==> src/rtl/video_out_gen.sv <==
// video_out_gen: pops grey pixels from a first-word-fall-through FIFO and
// emits a raster stream (line_valid / frame_valid / pixel_out). Active slots
// are never stretched; a slot that finds the FIFO empty outputs 0 and pulses
// underflow.
module video_out_gen #(
    parameter int WIDTH   = 640,
    parameter int HEIGHT  = 480,
    parameter int H_BLANK = 160,
    parameter int V_BLANK = 40
) (
    input  logic       clk,
    input  logic       nRST,
    input  logic       empty,
    input  logic [7:0] pixel_in,
    output logic       r_e,
    output logic       frame_valid,
    output logic       line_valid,
    output logic [7:0] pixel_out,
    output logic       underflow
);

    localparam int H_TOTAL = WIDTH + H_BLANK;
    localparam int V_MAX   = (HEIGHT > V_BLANK) ? HEIGHT : V_BLANK;
    localparam int H_W     = (H_TOTAL > 1) ? $clog2(H_TOTAL) : 1;
    localparam int V_W     = (V_MAX > 1) ? $clog2(V_MAX) : 1;

    localparam logic [H_W-1:0] H_LAST     = H_W'(H_TOTAL - 1);
    localparam logic [H_W-1:0] H_ACT      = H_W'(WIDTH);
    localparam logic [V_W-1:0] V_ACT_LAST = V_W'(HEIGHT - 1);
    localparam logic [V_W-1:0] V_BLK_LAST = V_W'(V_BLANK - 1);

    typedef enum logic [1:0] {
        IDLE,
        ACTIVE,
        VBLANK
    } state_t;

    state_t         state, state_next;
    logic [H_W-1:0] h_cnt, h_next;
    logic [V_W-1:0] v_cnt, v_next;
    logic           slot;

    // A pixel slot exists only in the active frame, left of the h-blank.
    assign slot = (state == ACTIVE) && (h_cnt < H_ACT);
    // The pop is combinational so the FIFO head is consumed in the slot itself.
    assign r_e  = slot && !empty;

    // State and raster counters.
    // NOTE: sequential state uses non-blocking assignments so every flop
    // samples pre-edge values regardless of block ordering.
    always_ff @(posedge clk or negedge nRST) begin
        if (!nRST) begin
            state <= IDLE;
            h_cnt <= '0;
            v_cnt <= '0;
        end else begin
            state <= state_next;
            h_cnt <= h_next;
            v_cnt <= v_next;
        end
    end

    // Next-state and counter stepping; wrap of h_cnt advances v_cnt.
    always_comb begin
        // NOTE: every signal gets a default first so no path leaves it
        // unassigned, which would infer a latch.
        state_next = state;
        h_next     = h_cnt;
        v_next     = v_cnt;
        case (state)
            IDLE: begin
                h_next = '0;
                v_next = '0;
                if (!empty) state_next = ACTIVE;
            end
            ACTIVE, VBLANK: begin
                if (h_cnt == H_LAST) begin
                    h_next = '0;
                    if (state == ACTIVE && v_cnt == V_ACT_LAST) begin
                        v_next     = '0;
                        state_next = VBLANK;
                    end else if (state == VBLANK && v_cnt == V_BLK_LAST) begin
                        v_next     = '0;
                        state_next = IDLE;
                    end else begin
                        v_next = v_cnt + V_W'(1);
                    end
                end else begin
                    h_next = h_cnt + H_W'(1);
                end
            end
            default: state_next = IDLE;
        endcase
    end

    // Registered video outputs, one cycle behind the slot that produced them.
    always_ff @(posedge clk or negedge nRST) begin
        if (!nRST) begin
            frame_valid <= 1'b0;
            line_valid  <= 1'b0;
            pixel_out   <= 8'd0;
            underflow   <= 1'b0;
        end else begin
            frame_valid <= (state == ACTIVE);
            line_valid  <= slot;
            pixel_out   <= r_e ? pixel_in : 8'd0;
            underflow   <= slot && empty;
        end
    end

endmodule

==> config.mk <==
export PLATFORM = sky130hd
export DESIGN_NAME = video_out_gen
export DESIGN_NICKNAME = d
export VERILOG_FILES = /design/src/rtl/video_out_gen.sv
export SDC_FILE = /design/constraint.sdc
export NUM_CORES = 1
export LEC_CHECK = 0
export CORE_MARGIN = 2
export CORE_UTILIZATION = 45
export CTS_CLUSTER_DIAMETER = 100
export DETAILED_ROUTE_END_ITERATION = 7
export DONT_BUFFER_PORTS = 1
export GPL_TIMING_DRIVEN = 0
export PLACE_DENSITY = 0.57
export SYNTH_ARGS = -nofsm -noshare
export SYNTH_HDL_FRONTEND = slang
export SYNTH_SLANG_ARGS = --single-unit
export TNS_END_PERCENT = 50
==> constraint.sdc <==
create_clock -name clk -period 4.3 [get_ports clk]
set_input_delay 1.29 -clock clk [delete_from_list [all_inputs] [get_ports clk]]
set_output_delay 1.29 -clock clk [all_outputs]
set_load 0.01 [all_outputs]
After elaboration in Yosys (flattened, before gate mapping)
Index checks and enable logic that the tools add are counted.
- register bits: 32
- logic and storage cells: 41
- $add $sub $neg: 2
- order comparisons: 1
- equality and inequality tests: 8
- mux-type cells: 12
- reduce and logical (&&, ||, !) cells: 11
- operator list (kind ; count):
    $mux W9 ; 3
    $pmux W10 S2 ; 1
    $pmux W9 S2 ; 1
    $add A10 B1 Y10 const B ; 1
    $eq A10 B10 Y1 const B ; 1
    $lt A10 B10 Y1 const B ; 1
    $mux W10 ; 1
    $add A9 B1 Y9 const B ; 1
    $eq A9 B6 Y1 const B ; 1
    $eq A9 B9 Y1 const B ; 1
    $mux W2 ; 4
    $mux W8 ; 1
    $logic_and A1 B1 Y1 ; 5
    $ne A2 B2 Y1 const B ; 2
    $pmux W2 S2 ; 1
    $ne A3 B3 Y1 const B ; 1
    $reduce_and A3 Y1 ; 1
    $eq A2 B1 Y1 const B ; 1
    $eq A2 B2 Y1 const B ; 1
    $logic_not A2 Y1 ; 1
    $reduce_and A2 Y1 ; 1
    $reduce_bool A2 Y1 ; 1
    $reduce_or A2 Y1 ; 1
    $logic_not A1 Y1 ; 1

Depth between registers and ports, before layout
- depth after elaboration: 6
- mapped depth: 8

Least setup slack after synthesis
OpenSTA, ideal clock, no wires.
- kind: input to output
- start point: input port empty
- end point: output port r_e
- arrival time: 1.613 ns
- data required time: 3.010 ns
- path slack: 1.397 ns
- stages on the path: 2
- path buffers: 1
- cell sequence: nor2b_1 clkbuf_1
- longest elaborated chain between the ends: 2
- RTL lines (element ; RTL line ; text):
    start: declaration ; 13 ; input logic empty,
    $logic_not A1 Y1 ; - ;
    $logic_and A1 B1 Y1 ; 46 ; assign r_e = slot && !empty;
    end: declaration ; 15 ; output logic r_e,
Every way passes these cells.

Worst setup path after layout
Same ends and word-level chain as after synthesis.

==> reports/metrics.yaml <==
outcome:
  status: "finished clean"
power_and_ir_drop:
  total_power_mw: 0.7605
  ir_drop_uv: 222.7
  power.leakage_nw: 0.7344
  p_per_area_mw_per_mm2: 456.0
critical_path:
  critical_path.top_delay_family: "buffers and inverters"
  crit_chain: "nor2b_1 -> clkbuf_1"
  critPathMaxFanout: 9
  crit_path_max_incr_delay_ns: 0.30
  critPathRequiredTime_ns: 3.01
  crit_arrival_ns: 1.67
  path_buf_inv: 1
  slowest_stage: "clkbuf_1"
  r2r_slack_ns: 2.16
  path_class: "in -> out"
  worst_setup_path_start_kind: "input pin"
  endpoint_kind: "output pin"
cells_and_area:
  nNetsFinal: 171
  fill_cells: 352
  layout_commonest_cell: "dfrtp_1"
  layout.cells.most_common_list: "32 x dfrtp_1, 13 x nor2_1, 10 x nand2_1"
  syn_to_final_growth_pct: 8.994
  num_antenna_cells: 0
  regArea_um2: 800.8
  multiInputGateArea_um2: 688.2
  drive_gt1_frac: 0.09032
  instances_no_fill: 201
timing:
  holdWs_ns: 0.5113
  maxSlewHeadroom: 0.5894
  fmax_ghz: 0.3373
  final-hold-violation-count: 0
  setup_viol: 0
  finalCriticalPeriod_ns: 2.964
  worst_slew_pin_slew_ns: 0.6158
  min_period_over_period: 0.6894
  finalSetupTns_ns: 0
  skew_ns: 0.003969
  maxSlewViolCount: 0
  rsz0062_at_grt: "no"
route:
  drtIter0Drc: 55
  vias: 1089
  drt_pass1_iterations: 4
  drc: 0
  ant_nets: 0
  routedWlPerCell_um: 13.80
  viasPerCell: 5.418
  wl_um: 2773
cts:
  root_buffer: "clkbuf_4"
  cts_buffer_depth: 2
  post_cts_resized: 0
  cts_made_buffers: 5
  tritoncts: "built"
  clock-sinks: 32
  clk_pin_slew_ns: 0.10
  hold_buffers: 0
  h-tree-depth: 2
  cts_setup_buffers: 0
  clk_latency_ns: 0.34
grt:
  grt_max_degree: 33
  grt_overflow_total: 0
  antenna_found_initial: 0
  grt_pass1_vias: 1086
  track_usage: 0.1760
  grt_pass1_wl_um: 5168
placement:
  globalplace.congestion: 0.8118
  io_buffers: 0
  dp.cells: 193
  dp_hpwl_um: 1965
synth:
  netlist_area_mm2: 0.001530
  postSynthAreaPerCell_um2: 10.41
  syn_nets: 164
  ys_types: 36
  ys_ff_latch: 32
  yosys_warnings: 0
  syn-instance-count: 147
  ys_seq_area_frac: 0.5233
floorplanning:
  die_area_mm2: 0.003883
  row_count: 21
  fp.dieH_um: 62.32
  io-pin-count: 23
  initial_utilization: 0.4622
  die_width_um: 62.32
  coreArea_mm2: 0.003311
flow_run:
  max_cap_violations: 0
worst_hold_path:
  hp-class: "reg -> reg"
-- cell families (layout without fill, tap and decap cells) --
family / count (synthesis) / in the layout / share of synthesized area
AND/OR/NAND/NOR: 64 / 64 / 0.2249
flip-flops: 32 / 32 / 0.5233
AO/OA/AOI/OAI: 26 / 26 / 0.1161
buffers and inverters: 9 / 17 / 0.02698
adder cells (fa/ha/maj): 6 / 6 / 0.04906
XOR/XNOR: 8 / 8 / 0.04579
multiplexers: 2 / 2 / 0.01390
-- layout make-up --
| class | count | share of cell area |
|---|---|---|
| inverter | 5 | 0.01125 |
| clock inverter | 3 | 0.02551 |
| clock buffer | 5 | 0.02251 |
| multi-input combinational | 106 | 0.4126 |
| sequential | 32 | 0.4801 |
| buffer | 4 | 0.01350 |
| tap | 46 | 0.03451 |
-- final timing paths --
kind / startpoint / to / cells past startpoint
min in group asynchronous: nRST / h_cnt[0]$_DFFE_PN0P_ / 0
min reg2reg: v_cnt[7]$_DFFE_PN0P_ / v_cnt[7]$_DFFE_PN0P_ / 1
max reg2reg: state[0]$_DFFE_PN0P_ / v_cnt[3]$_DFFE_PN0P_ / 8
max in group asynchronous: nRST / state[0]$_DFFE_PN0P_ / 0
min: v_cnt[7]$_DFFE_PN0P_ / v_cnt[7]$_DFFE_PN0P_ / 1
max: empty / r_e / 2
-- cells in the mapped netlist --
master     n  area share
mux2_2     1      0.0074
a22oi_1    1      0.0049
mux2i_1    1      0.0065
or3_1      2      0.0082
nor2_1    13       0.032
dfrtp_1   32        0.52
nor3b_1    1      0.0049
xnor2_1    6       0.034
buf_6      1      0.0074
and4_1     1      0.0057
a32o_1     1      0.0065
or2_2      1      0.0041
o211a_1    1      0.0065
a21oi_1    5       0.016
nand2_1   10       0.025
or4b_1     1      0.0065
o41a_1     1      0.0074
and2_1     9       0.037
nand4b_1   2       0.011
nor4b_1    1      0.0057
a31oi_1    3       0.012
and3_1     2      0.0082
a22o_1     1      0.0057
a41oi_1    1      0.0057
nand3_1    7       0.023
nor3_1     7       0.023
and4_2     1      0.0065
nor2b_1    3       0.012
ha_1       6       0.049
clkbuf_1   3      0.0074
nand4_1    3       0.012
inv_1      5       0.012
o21ai_0    7       0.023
a22o_2     2       0.013
a21o_1     3       0.015
xor2_1     2       0.011
-- power by group --
part | total (mW) | switching, mW | internal, mW
sequential | 0.379 | 0.0388 | 0.341
clock | 0.229 | 0.108 | 0.121
combinational | 0.152 | 0.0916 | 0.0602
-- metrics by stage --
step / setup WS, ns / area [um^2] / utilization
after CTS: 1.315 / 1668 / 0.5038
after global routing: 1.147 / 1668 / 0.5038
after floorplan: 1.397 / 1530 / -
after global placement: 1.335 / 1588 / 0.4796
after detailed placement: 1.321 / 1588 / 0.4796
final: 1.336 / 1668 / 0.5038
-- sequential cells by signal, summed over array words and instances, names as in the netlist --
signal / cells
pixel_out: 8
frame_valid: 1
h_cnt: 10
v_cnt: 9
line_valid: 1
underflow: 1
state: 2
-- per-layer routing --
metal,vias to the layer above,wire length [um],GRT usage
li1,536,-,-
met5,-,0,0
met4,0,72,0.09167
met1,522,1319,0.2354
met3,7,148,0.07246
met2,24,1232,0.2446
Note: power is estimated with default switching activity, not from simulation.
==> RTL change, RTL diff (config.mk and constraints unchanged) <==
Change the parameter `V_BLANK` from 40 to 60.
--- a/src/rtl/video_out_gen.sv
+++ b/src/rtl/video_out_gen.sv
@@ -8,3 +8,3 @@
     parameter int H_BLANK = 160,
-    parameter int V_BLANK = 40
+    parameter int V_BLANK = 60
 ) (
Formal check against the unedited RTL: no difference found for any inputs over 10 cycles, from zero or initial values and one cycle with nRST low; that may be too few to reach the edited logic, so the function may still have changed.
==> RTL change against the original RTL <==
  * Sequential power barely moved
  * Total power rose by 1.0%
  * Critical path depth rose by 3
  * Final area rose by 3.9%
  * Setup slack got worse by 44 ps
  * Sequential cell count did not move
  * Area after synthesis rose by 4.5%
  * Combinational power rose by 12%
  * Wire length rose by 8.0%
  * Die area rose by 4.2%
  * Largest power group unchanged
==> RTL change: results (changes against the original RTL) <==
| Metric | Value |
|---|---|
| Vias in the first global route | 1140 (was 1086) |
| Slowest CP cell | dfrtp_1 (was clkbuf_1) |
| Largest net degree at the start of global routing | 33 (unchanged) |
| Min-delay src | v_cnt[1] (was v_cnt[7]) |
| Ys Warns | 0 (unchanged) |
| Worst reg-to-reg setup slack | 2160 ps (about the same) |
| Top post-synthesis cells by area | dfrtp_1 50%, ha_1 4.7%, xnor2_1 3.8% (was dfrtp_1 52%, ha_1 4.9%, and2_1 3.7%) |
| Yosys cell types | 41 (was 36) |
| LEAKAGE | 0.724 nW (was 0.734 nW) |
| Max rail drop VDD | 0.237 mV (was 0.223 mV) |
| Layout cells sized above 1 | 7.14% (was 9.03%) |
| Post-synthesis sequential area ratio | 50.1% (was 52.3%) |
| 1st-iter DRT viols | 65 (was 55) |
| Fillers | 339 (was 352) |
| Xor and xnor fraction of the mapped netlist area | 4.93% (was 4.58%) |
| Hold Slack | 544 ps (was 511 ps) |
| Reg-to-reg critical path endpoint | v_cnt[5] (was v_cnt[3]) |
| DP Wirelength | 2190 um (was 1970 um) |
| Vias/cell | 5.53 (was 5.42) |
| Clock Skew | 5.92 ps (was 3.97 ps) |
| Status | completed (unchanged) |
| DP Cell Count | 206 (was 193) |
| WP data arrival | 1720 ps (was 1670 ps) |
| GR Util All Layers | 16.6% (was 17.6%) |
| Initial antenna violation count | 0 (unchanged) |
| Largest family of logic cells by synthesized area | simple AND/OR/NAND/NOR gates (unchanged) |
| Min-Delay Path Class | flip-flop to flip-flop (unchanged) |
| Mux contribution to synthesized area | 1.96% (was 1.39%) |
| Pre-CTS setup slack | 1320 ps (about the same) |
| Post-synthesis compound-gate area fraction | 10.8% (was 11.6%) |
| Post-Synth Adder-Cell Area | 4.69% (was 4.91%) |
| Worst Hold Depth | 2 (was 1) |
| Worst Hold End | v_cnt[1] (was v_cnt[7]) |
| Post-layout nets | 184 (was 171) |
| DRT Pass-1 Iters | 4 (unchanged) |
| DR vias | 1184 (was 1089) |
| Primary FF master, synth | dfrtp_1 (unchanged) |
| Worst-skew pair later-pin latency | 320 ps (was 340 ps) |
| Port bufs | 0 (unchanged) |
| Critical Path Max Stage Delay | 430 ps (was 300 ps) |
| Rel. slew slack | 49.3% (was 58.9%) |
| Synth cell count leaders | 32 x dfrtp_1, 16 x nand2_1, 12 x nor2_1 (was 32 x dfrtp_1, 13 x nor2_1, 10 x nand2_1) |
| First-pass GRT wire length | 5150 um (was 5170 um) |
| Placed Area | 1660 um^2 (was 1590 um^2) |
| Clock root buffer | clkbuf_4 (unchanged) |
| Final Wtd Congestion | 0.841 (was 0.812) |
| DRT Wirelength | 3000 um (was 2770 um) |
| # resized after CTS | 0 (unchanged) |
| Largest registers | h_cnt: 10 flops, v_cnt: 9 flops, pixel_out: 8 flops (unchanged) |
| Worst r2r path cells | 7 (was 8) |
| Worst R2R Start | state[1] (was state[0]) |
| Area of the multi-input gates | 752 um^2 (was 688 um^2) |
| Antenna diode count | 0 (unchanged) |
| Syn_area_per_cell | 9.99 um^2 (was 10.4 um^2) |
| Clock Path Buffers | 2 (unchanged) |
-- RTL change: metal layers --
layer  vias up  part of all wire, %  track usage [%]
li1        578                    -                -
met1       576                   44             20.1
met2        28                   51             27.4
met3         2                  4.4             5.89
met4         0                 0.63             5.71
met5         -                    0                0
-- RTL change: logic make-up (layout without fill, tap and decap cells) --
kind of cell / Yosys count / in the layout
buffers and inverters: 12 / 20
adders and majority gates: 6 / 6
AOI/OAI and AO/OA: 25 / 25
DFF: 32 / 32
muxes: 3 / 3
xor gates and xnor gates: 9 / 9
and+or+nand+nor: 73 / 73
-- RTL change: cell type report --
cell class	count	area share, %
well taps	46	3.32
multi-input cells	116	43.4
clock inverters	2	2.02
flip-flops and latches	32	46.2
clock buffers	6	2.38
inverters	7	1.52
plain buffers	5	1.16
-- RTL change: worst max-delay path: cells and delay by family, from the launching register on --
kind / cells / cell delay (ps)
fa+ha+maj: 1 / 250
flops: 1 / 430
simple gates: 2 / 300
buf+inv: 2 / 430
-- RTL change: power breakdown --
group | total, mW | leakage [nW] | internal (mW) | switching, mW
Sequential | 0.378 | 0.433 | 0.340 | 0.0381
Combinational | 0.170 | 0.249 | 0.0635 | 0.107
Clock | 0.220 | 0.0422 | 0.122 | 0.0983
Total | 0.768 | 0.724 | 0.525 | 0.243
-- RTL change: how the worst max path moves through the flow --
stage | to | startpoint | cells past startpoint | slack [ps]
3_3_place_gp | r_e | empty | 2 | 1330
6_report | r_e | state[1] | 5 | 1290
4_1_cts | r_e | state[1] | 5 | 1260
5_1_grt | r_e | state[1] | 5 | 1110
2_1_floorplan | r_e | empty | 2 | 1400
3_5_place_dp | r_e | empty | 2 | 1320
